==> config.mk <==
export PLATFORM = sky130hd
export DESIGN_NAME = audio_sample_fifo_flat
export DESIGN_NICKNAME = d
export VERILOG_FILES = /design/src/rtl/audio_sample_fifo_pkg.sv /design/src/rtl/audio_sample_fifo_if.sv /design/src/rtl/audio_sample_fifo_core.sv /design/src/rtl/audio_sample_fifo.sv /design/src/flat_wrapper.sv
export SDC_FILE = /design/constraint.sdc
export NUM_CORES = 1
export LEC_CHECK = 0
export CORE_AREA = 5 5 195 197
export CTS_CLUSTER_DIAMETER = 200
export CTS_CLUSTER_SIZE = 25
export DETAILED_ROUTE_END_ITERATION = 10
export DIE_AREA = 0 0 200 202
export PLACE_DENSITY = 0.79
export SYNTH_ARGS = -nofsm -noshare
export SYNTH_HDL_FRONTEND = slang
export SYNTH_SLANG_ARGS = --single-unit
==> constraint.sdc <==
create_clock -name MCLK -period 5.1 [get_ports MCLK]
set_input_delay 1.02 -clock MCLK [delete_from_list [all_inputs] [get_ports MCLK]]
set_output_delay 1.02 -clock MCLK [all_outputs]
set_load 0.02 [all_outputs]
==> src/rtl/audio_sample_fifo_pkg.sv <==
// Shared sample types and I2S frame constants for the audio sample FIFO slice.
package audio_pkg;
   localparam int unsigned SAMPLE_W        = 32;
   localparam int unsigned I2S_FRAME_MCLKS = 256;
   typedef logic [SAMPLE_W-1:0] sample_t;
endpackage

==> src/rtl/audio_sample_fifo_if.sv <==
// Writer / I2S-transmitter bundle for audio_sample_fifo; slave is the FIFO side.
interface audio_sample_fifo_if import audio_pkg::*; #(
   parameter int unsigned DEPTH = 16
);
   localparam int unsigned AW = $clog2(DEPTH);

   sample_t       WR_DATA;
   logic          WR_EN;
   logic          FULL;
   logic          ALMOST_FULL;
   logic          LRCLK;
   logic          FIFO_READ;
   sample_t       AUDIO;
   logic          FIFO_EMPTY;
   logic [AW:0]   LEVEL;
   logic          UNDERRUN;
   logic          OVERFLOW;

   modport master (
      output WR_DATA, WR_EN, LRCLK, FIFO_READ,
      input  FULL, ALMOST_FULL, AUDIO, FIFO_EMPTY, LEVEL, UNDERRUN, OVERFLOW
   );

   modport slave (
      input  WR_DATA, WR_EN, LRCLK, FIFO_READ,
      output FULL, ALMOST_FULL, AUDIO, FIFO_EMPTY, LEVEL, UNDERRUN, OVERFLOW
   );
endinterface

==> src/rtl/audio_sample_fifo_core.sv <==
// Synchronous sample FIFO: storage, wrapping pointers, occupancy and registered status flags.
module sample_fifo_core import audio_pkg::*; #(
   parameter int unsigned DEPTH       = 16,
   parameter int unsigned AFULL_LEVEL = DEPTH - 4,
   parameter int unsigned AW          = $clog2(DEPTH)
) (
   input  logic          clk,
   input  logic          rst,
   input  sample_t       push_data,
   input  logic          push_req,
   input  logic          pop_req,
   output sample_t       head,
   output logic [AW:0]   level,
   output logic          full,
   output logic          empty,
   output logic          almost_full
);
   localparam logic [AW:0] AFULL_LV = (AW+1)'(AFULL_LEVEL);

   sample_t     mem [DEPTH];
   logic [AW:0] wr_ptr, rd_ptr;
   logic [AW:0] wr_next, rd_next, level_next;
   logic        push, pop;

   // Flags are computed from next-state pointers so they line up with LEVEL.
   always_comb begin
      push       = push_req & ~full;
      pop        = pop_req & ~empty;
      wr_next    = wr_ptr + {{AW{1'b0}}, push};
      rd_next    = rd_ptr + {{AW{1'b0}}, pop};
      level_next = wr_next - rd_next;
   end

   always_ff @(posedge clk) begin
      if (rst) begin
         wr_ptr      <= '0;
         rd_ptr      <= '0;
         level       <= '0;
         full        <= 1'b0;
         empty       <= 1'b1;
         almost_full <= 1'b0;
      end else begin
         wr_ptr      <= wr_next;
         rd_ptr      <= rd_next;
         level       <= level_next;
         full        <= (wr_next[AW] != rd_next[AW]) &&
                        (wr_next[AW-1:0] == rd_next[AW-1:0]);
         empty       <= (wr_next == rd_next);
         almost_full <= (level_next >= AFULL_LV);
      end
   end

   always_ff @(posedge clk) begin
      if (!rst && push)
         mem[wr_ptr[AW-1:0]] <= push_data;
   end

   assign head = mem[rd_ptr[AW-1:0]];
endmodule

==> src/rtl/audio_sample_fifo.sv <==
// Frame-paced sample buffer ahead of the I2S transmitter; one pop per LRCLK falling edge.
// Build option: AUDIO_UNDERRUN_HOLD_EN keeps the last sample on underrun instead of silence.
module audio_sample_fifo import audio_pkg::*; #(
   parameter int unsigned DEPTH       = 16,
   parameter int unsigned AFULL_LEVEL = DEPTH - 4
) (
   input  logic               MCLK,
   input  logic               RESET,
   audio_sample_fifo_if.slave bus
);
   localparam int unsigned AW = $clog2(DEPTH);

   logic        lr_q;
   logic        strobe;
   logic        pop_req;
   sample_t     head;
   sample_t     audio;
   logic [AW:0] level;
   logic        fifo_full, fifo_empty, almost_full;
   logic        underrun, overflow;

   // lr_q resets low so a high LRCLK right after reset never looks like a fall.
   assign strobe  = lr_q & ~bus.LRCLK;
   assign pop_req = strobe & bus.FIFO_READ;

   sample_fifo_core #(
      .DEPTH       (DEPTH),
      .AFULL_LEVEL (AFULL_LEVEL)
   ) core (
      .clk         (MCLK),
      .rst         (RESET),
      .push_data   (bus.WR_DATA),
      .push_req    (bus.WR_EN),
      .pop_req     (pop_req),
      .head        (head),
      .level       (level),
      .full        (fifo_full),
      .empty       (fifo_empty),
      .almost_full (almost_full)
   );

   always_ff @(posedge MCLK) begin
      if (RESET) begin
         lr_q     <= 1'b0;
         audio    <= '0;
         underrun <= 1'b0;
         overflow <= 1'b0;
      end else begin
         lr_q <= bus.LRCLK;
         if (pop_req) begin
            if (!fifo_empty) begin
               audio <= head;
            end else begin
               underrun <= 1'b1;
`ifdef AUDIO_UNDERRUN_HOLD_EN
               audio    <= audio;
`else
               audio    <= '0;
`endif
            end
         end
         if (bus.WR_EN && fifo_full)
            overflow <= 1'b1;
      end
   end

   assign bus.AUDIO       = audio;
   assign bus.LEVEL       = level;
   assign bus.FULL        = fifo_full;
   assign bus.FIFO_EMPTY  = fifo_empty;
   assign bus.ALMOST_FULL = almost_full;
   assign bus.UNDERRUN    = underrun;
   assign bus.OVERFLOW    = overflow;
endmodule
==> src/flat_wrapper.sv <==
// flat-port wrapper written by rule: the top's interface ports become plain ports
module audio_sample_fifo_flat import audio_pkg::*;
#(
   parameter int unsigned DEPTH       = 16,
   parameter int unsigned AFULL_LEVEL = DEPTH - 4
)
  (MCLK, RESET, bus_WR_DATA, bus_WR_EN, bus_LRCLK, bus_FIFO_READ, bus_FULL, bus_ALMOST_FULL, bus_AUDIO, bus_FIFO_EMPTY, bus_LEVEL, bus_UNDERRUN, bus_OVERFLOW);
  audio_sample_fifo_if #(.DEPTH(DEPTH)) bus_i ();
  input  logic MCLK;
  input  logic RESET;
  input wire logic [$bits(bus_i.WR_DATA)-1:0] bus_WR_DATA;
  input wire logic [$bits(bus_i.WR_EN)-1:0] bus_WR_EN;
  input wire logic [$bits(bus_i.LRCLK)-1:0] bus_LRCLK;
  input wire logic [$bits(bus_i.FIFO_READ)-1:0] bus_FIFO_READ;
  output wire logic [$bits(bus_i.FULL)-1:0] bus_FULL;
  output wire logic [$bits(bus_i.ALMOST_FULL)-1:0] bus_ALMOST_FULL;
  output wire logic [$bits(bus_i.AUDIO)-1:0] bus_AUDIO;
  output wire logic [$bits(bus_i.FIFO_EMPTY)-1:0] bus_FIFO_EMPTY;
  output wire logic [$bits(bus_i.LEVEL)-1:0] bus_LEVEL;
  output wire logic [$bits(bus_i.UNDERRUN)-1:0] bus_UNDERRUN;
  output wire logic [$bits(bus_i.OVERFLOW)-1:0] bus_OVERFLOW;
  assign bus_i.WR_DATA = bus_WR_DATA;
  assign bus_i.WR_EN = bus_WR_EN;
  assign bus_i.LRCLK = bus_LRCLK;
  assign bus_i.FIFO_READ = bus_FIFO_READ;
  assign bus_FULL = bus_i.FULL;
  assign bus_ALMOST_FULL = bus_i.ALMOST_FULL;
  assign bus_AUDIO = bus_i.AUDIO;
  assign bus_FIFO_EMPTY = bus_i.FIFO_EMPTY;
  assign bus_LEVEL = bus_i.LEVEL;
  assign bus_UNDERRUN = bus_i.UNDERRUN;
  assign bus_OVERFLOW = bus_i.OVERFLOW;
  audio_sample_fifo #(.DEPTH(DEPTH), .AFULL_LEVEL(AFULL_LEVEL)) u_core (.MCLK(MCLK), .RESET(RESET), .bus(bus_i));
endmodule
After elaboration in Yosys (flattened, before gate mapping)
Memories as Yosys holds them, arrays and structs flattened. A register that Yosys moved wholly into a read port is not among the register bits.
Index checks and enable logic that the tools add are counted.
{ "classes": {"reduce_logical": 5, "bitwise": 7, "eq_ne": 3, "order_cmp": 1, "n_mux": 4, "add_sub_neg": 3} }
{ "op_table": {"columns": ["operator", "n"], "rows": [
  ["$mux W32", 1],
  ["$add A5 B1 Y5", 2],
  ["$eq A5 B5 Y1", 1],
  ["$ge A5 B4 Y1 const B", 1],
  ["$sub A5 B5 Y5", 1],
  ["$and A1 B1 Y1", 4],
  ["$eq A4 B4 Y1", 1],
  ["$mux W4", 1],
  ["$logic_and A1 B1 Y1", 3],
  ["$not A1 Y1", 3],
  ["$mux W1", 2],
  ["$reduce_and A2 Y1", 1],
  ["$logic_not A1 Y1", 1],
  ["$ne A1 B1 Y1", 1]
]} }
{ "word_totals": {"reg_bits": 53, "elab_cells": 34, "mem_count": 1, "ramBits": 512, "inputBits": 37, "out_inout_bits": 42} }
{ "memory_table": {"columns": ["memory", "depth", "word_bits", "rd", "rd_ports_with_merged_regs", "wr", "line", "rtl"], "rows": [
  ["u_core.core.mem", 16, 32, 1, 1, 1, "audio_sample_fifo_core.sv:20", "sample_t mem [DEPTH];"]
]} }

Longest topological paths before layout
{ "depth": {"word_depth": 7, "depth_mapped": 12, "depth_no_buf": 11} }

By module
Synthesis repeated with hierarchy kept, for this count alone.
{ "hier_totals": {"hier_cells": 987, "hier_area_um2": 22087.4} }
{ "modules_own_cells": {"columns": ["module", "cells_each", "area_per_inst_um2", "seq_area_each_um2", "instances"], "rows": [
  ["sample_fifo_core", 835, 20440.9, 15735.1, 1],
  ["audio_sample_fifo", 152, 1646.6, 700.7, 1]
]} }

Worst setup path after synthesis
Ideal clock, no wire load.
{ "synth_timing": {"kind": "input to register", "from": "input port RESET", "to": "memory u_core.core.mem[0][0] in the netlist's numbering, enable pin", "setup_time_ns": 0.461, "path_slack_ns": 0.716, "path_stages": 5, "required_time_ns": 4.639, "n_path_buf": 1, "t_arrival_ns": 3.923, "path_cell_list": "clkbuf_1 inv_1 nand2_1 or3_1 nor3_1"} }
{ "synth_via": {"elab_chain_len": 4} }
{ "synth_rtl": {"columns": ["item", "line", "rtl"], "rows": [
  ["start, declared", "flat_wrapper.sv:10", "input logic RESET;"],
  ["$logic_not A1 Y1", "audio_sample_fifo_core.sv:54", "if (!rst && push)"],
  ["$logic_and A1 B1 Y1", "audio_sample_fifo_core.sv:54", null],
  ["$mux W1", "audio_sample_fifo_core.sv:54", null],
  ["$mux W1 (not written as such)", "audio_sample_fifo_core.sv:55", "mem[wr_ptr[AW-1:0]] <= push_data;"],
  ["end, declared", "audio_sample_fifo_core.sv:20", null]
]} }
No other way between the ends.

Final worst setup path
{ "layout_timing": {"from": "input port RESET", "to": "memory u_core.core.mem[11][21] in the netlist's numbering, enable pin"} }
The elaborated chain is that of the path after synthesis.

==> results.md <==
* Run status: complete, no violations
* Final ANT Viol Nets at 0
* Core Util, Final at 65.7%
* Layout cell share with drive strength beyond 1 at 16.6%
* Area grow syn2layout at 8.92%
* Synth Flop Type: edfxtp_1
* All-Layer GR Usage at 21.8%
* Peak supply drop at 287 uV
* Worst Setup EP: u_core.core.mem[11][21]
* Final setup margin at 1570 ps
* M1 WL at 17700 um
* First-pass GRT wire length at 65300 um
* Final std cells w/o fill at ~1500
* Worst setup SP type: input port
* Gate power share at 3.4%
* DR WL/cell at 29.7 um
* CP Capture Type: flip-flop
* Via total after detailed routing at 9714
* Pwr/cell area at 324 nW/um^2
* Slew at the pin closest to its max-slew limit at 1160 ps
* Leakage power at 7.21 nW
* CTS Hold Bufs at 0
* Pre-CTS setup slack at 1060 ps
* Buffers on Ports at 78
* CP max stage delay at 520 ps
* Initial core utilization at 60.3%
* Cell accounting for the most synthesized area: edfxtp_1
* Synth cell count leaders: edfxtp_1 (512), mux4_2 (87), mux4_1 (73), dfxtp_1 (53), a32o_1 (32)
* Largest net degree at the start of global routing at 82
* Switch share at 19.4%
* RR Endpoint: u_core.bus.AUDIO[21]
* Clock sinks at roughly 570
* Final Skew at 21.4 ps
* Syn_nets at 946
* Worst Path Buf+Inv at 5
* Worst path top cell family by delay: buffers and inverters
* DR pass1 iterations at 5
* Register share of total power at 66.4%
* Yosys warns at 0
* Die Area at 40400 sq um
* Routed vias/inst at 6.59
* Max transition margin at 22.8%
* CP required at between 5000 and 6000 ps
* Clock share of power at 30.2%
* Reg clk slew, reported paths at around 90 ps
* Latest clock arrival within the worst-skew pair at 570 ps
* CP max-delay cell: nand4_1
* Synth Area per Inst at around 24 sq um
* Vias in the first global route at 9921
* F_max at 284 MHz
* Ys async rst share at 0%
* Share of Yosys cell area claimed by the top area cell type at approximately 71%
* CTS tree: built
* Max clock buf depth at 3
* Max layer used: met4
* Sequential share of the synthesized area at about three quarters
* Worst reg2reg path depth at 4
* Cts bufs inserted at 26
* Final wirelength at 43800 um
* Final net count at 1031
* Post-cts sizing count at 0
* N_diodes at 0
* Design area at 23700 sq um
* Critical path origin: RESET
* R2R Setup Slk at between 2000 and 2500 ps
* Max cap viols at 0
* EDFF count, synth at 512
* Tot Pwr at 7.68 mW
* CP Cell Sequence: clkdlybuf4s50_1, buf_4, inv_1, buf_4, nand4_1, nor2_4, buf_4
* Number of remaining DRC errors at 0
* Io pins at about 80
* Final Cycle Share at ~70%
* Worst EP arrival at around 3700 ps
* Most numerous cell in the Yosys netlist: edfxtp_1
* Synthesized cell area at 21800 sq um
* Hold depth at 1
* Die Y at 202 um
* Postcts setup bufs at 0
* Min cycle time layout at 3530 ps
* Final slew viol count at 0
* RSZ-0062 raised after global routing: false
* Placed Area at 22900 sq um
* Kind of critical path: input port to flip-flop
* CTS H-Tree Depth at 1
* Ranking of synthesized cells by area: edfxtp_1 (71%), mux4_2 (9.0%), mux4_1 (8.8%), dfxtp_1 (4.9%), clkbuf_8 (1.6%)
* Yosys reg bits at 565
* Routed wl met3 at 2990 um
* Cells after Synth at 903
* Inst Count DP at 1428
* Num rows at 70
* Gpl congestion at 0.756
* Post-synth cell types at 30
* Hpwl dp at ~24000 um
* CTS root buffer: clkbuf_16
* Switching pwr at 1.49 mW
* Initial antenna violation count at 0
* Die width at 200 um
* # setup viols final at 0
* Grt total ovfl at 0
* Worst hold slack at ~480 ps
* Core Area at 36100 sq um
* CP Depth at 7
* Worst hold path type: flip-flop to flip-flop
* Hold Fails Final Rpt at 0
* CP max FO at 37
* Crit-path most repeated cell: buf_4
* RR Startpoint: u_core.core.rd_ptr[0]
* WL met2 at 22500 um
* P_int at 6.19 mW
* Starting DRT DRC Count at 1013
* Total negative setup slack at 0 ps
## logic make-up (layout without fill, tap and decap cells)
logic type / after synthesis / after routing / synth area share [%]
xor gates and xnor gates: 13 / 13 / 0.523
muxes: 160 / 160 / 17.8
buffers and inverters: 57 / 161 / 2.74
AOI/OAI and AO/OA: 40 / 40 / 1.68
and+or+nand+nor: 60 / 60 / 1.26
adders and majority gates: 8 / 8 / 0.437
DFF: 565 / 565 / 75.5
## power by group through the flow
stage | registers, mW | logic, mW | clock network [mW]
floorplan | 5.21 | 0.119 | 0
detailed placement | 5.20 | 0.262 | 0
global route | 5.10 | 0.281 | 2.55
global placement | 5.20 | 0.254 | 0
CTS | 5.09 | 0.264 | 2.36
finish | 5.09 | 0.261 | 2.32
## worst register-to-register path, stage by stage (launching register included)
cell	delay [ps]
dfxtp_4	700
buf_12	480
mux4_1	780
mux4_2	540
a32o_1	300
## layout by cell type, fill, tap and decap left out, drive strengths merged, types with 4 or more instances in the layout
| master | count |
|---|---|
| a32o | 32 |
| buf | 29 |
| clkbuf | 46 |
| clkdlybuf4s50 | 78 |
| dfxtp | 53 |
| edfxtp | 512 |
| ha | 6 |
| inv | 8 |
| mux4 | 160 |
| nand2 | 8 |
| nand3 | 4 |
| nor2 | 28 |
| nor2b | 5 |
| nor3 | 5 |
| xnor2 | 5 |
| xor2 | 8 |
## state kept, by name, indices dropped and copies added, names as in the netlist
register                 cells
u_core.bus.AUDIO            32
u_core.bus.OVERFLOW          1
u_core.bus.UNDERRUN          1
u_core.core.almost_full      1
u_core.core.empty            1
u_core.core.full             1
u_core.core.level            5
u_core.core.mem            512
u_core.core.rd_ptr           5
u_core.core.wr_ptr           5
u_core.lr_q                  1
## area by class of cell
| class | count | area, sq um |
|---|---|---|
| timing repair buffer | 107 | 1040 |
| multi-input combinational | 281 | 4850 |
| inverter | 7 | 26.3 |
| clock buffer | 46 | 747 |
| sequential | 565 | 16400 |
| fill | 2239 | 12400 |
| clock inverter | 1 | 11.3 |
| tap | 468 | 586 |
## how the worst min path moves through the flow
stage,endpoint,slack [ps],startpoint
after floorplan,u_core.core.wr_ptr[4],490,u_core.core.wr_ptr[4]
after global placement,u_core.bus.AUDIO[4],450,u_core.bus.AUDIO[4]
after detailed placement,u_core.bus.AUDIO[25],460,u_core.bus.AUDIO[25]
after CTS,u_core.bus.AUDIO[25],480,u_core.bus.AUDIO[25]
after global routing,u_core.bus.AUDIO[25],490,u_core.bus.AUDIO[25]
final,u_core.bus.AUDIO[25],480,u_core.bus.AUDIO[25]
## metal layers
| metal | up-vias | global-route usage, % |
|---|---|---|
| met5 | - | 0 |
| met4 | 0 | 3.49 |
| met3 | 43 | 2.97 |
| met2 | 422 | 36.3 |
| met1 | 5187 | 32.4 |
| li1 | 4062 | - |
No activity file was read; power rests on OpenSTA's default activity.
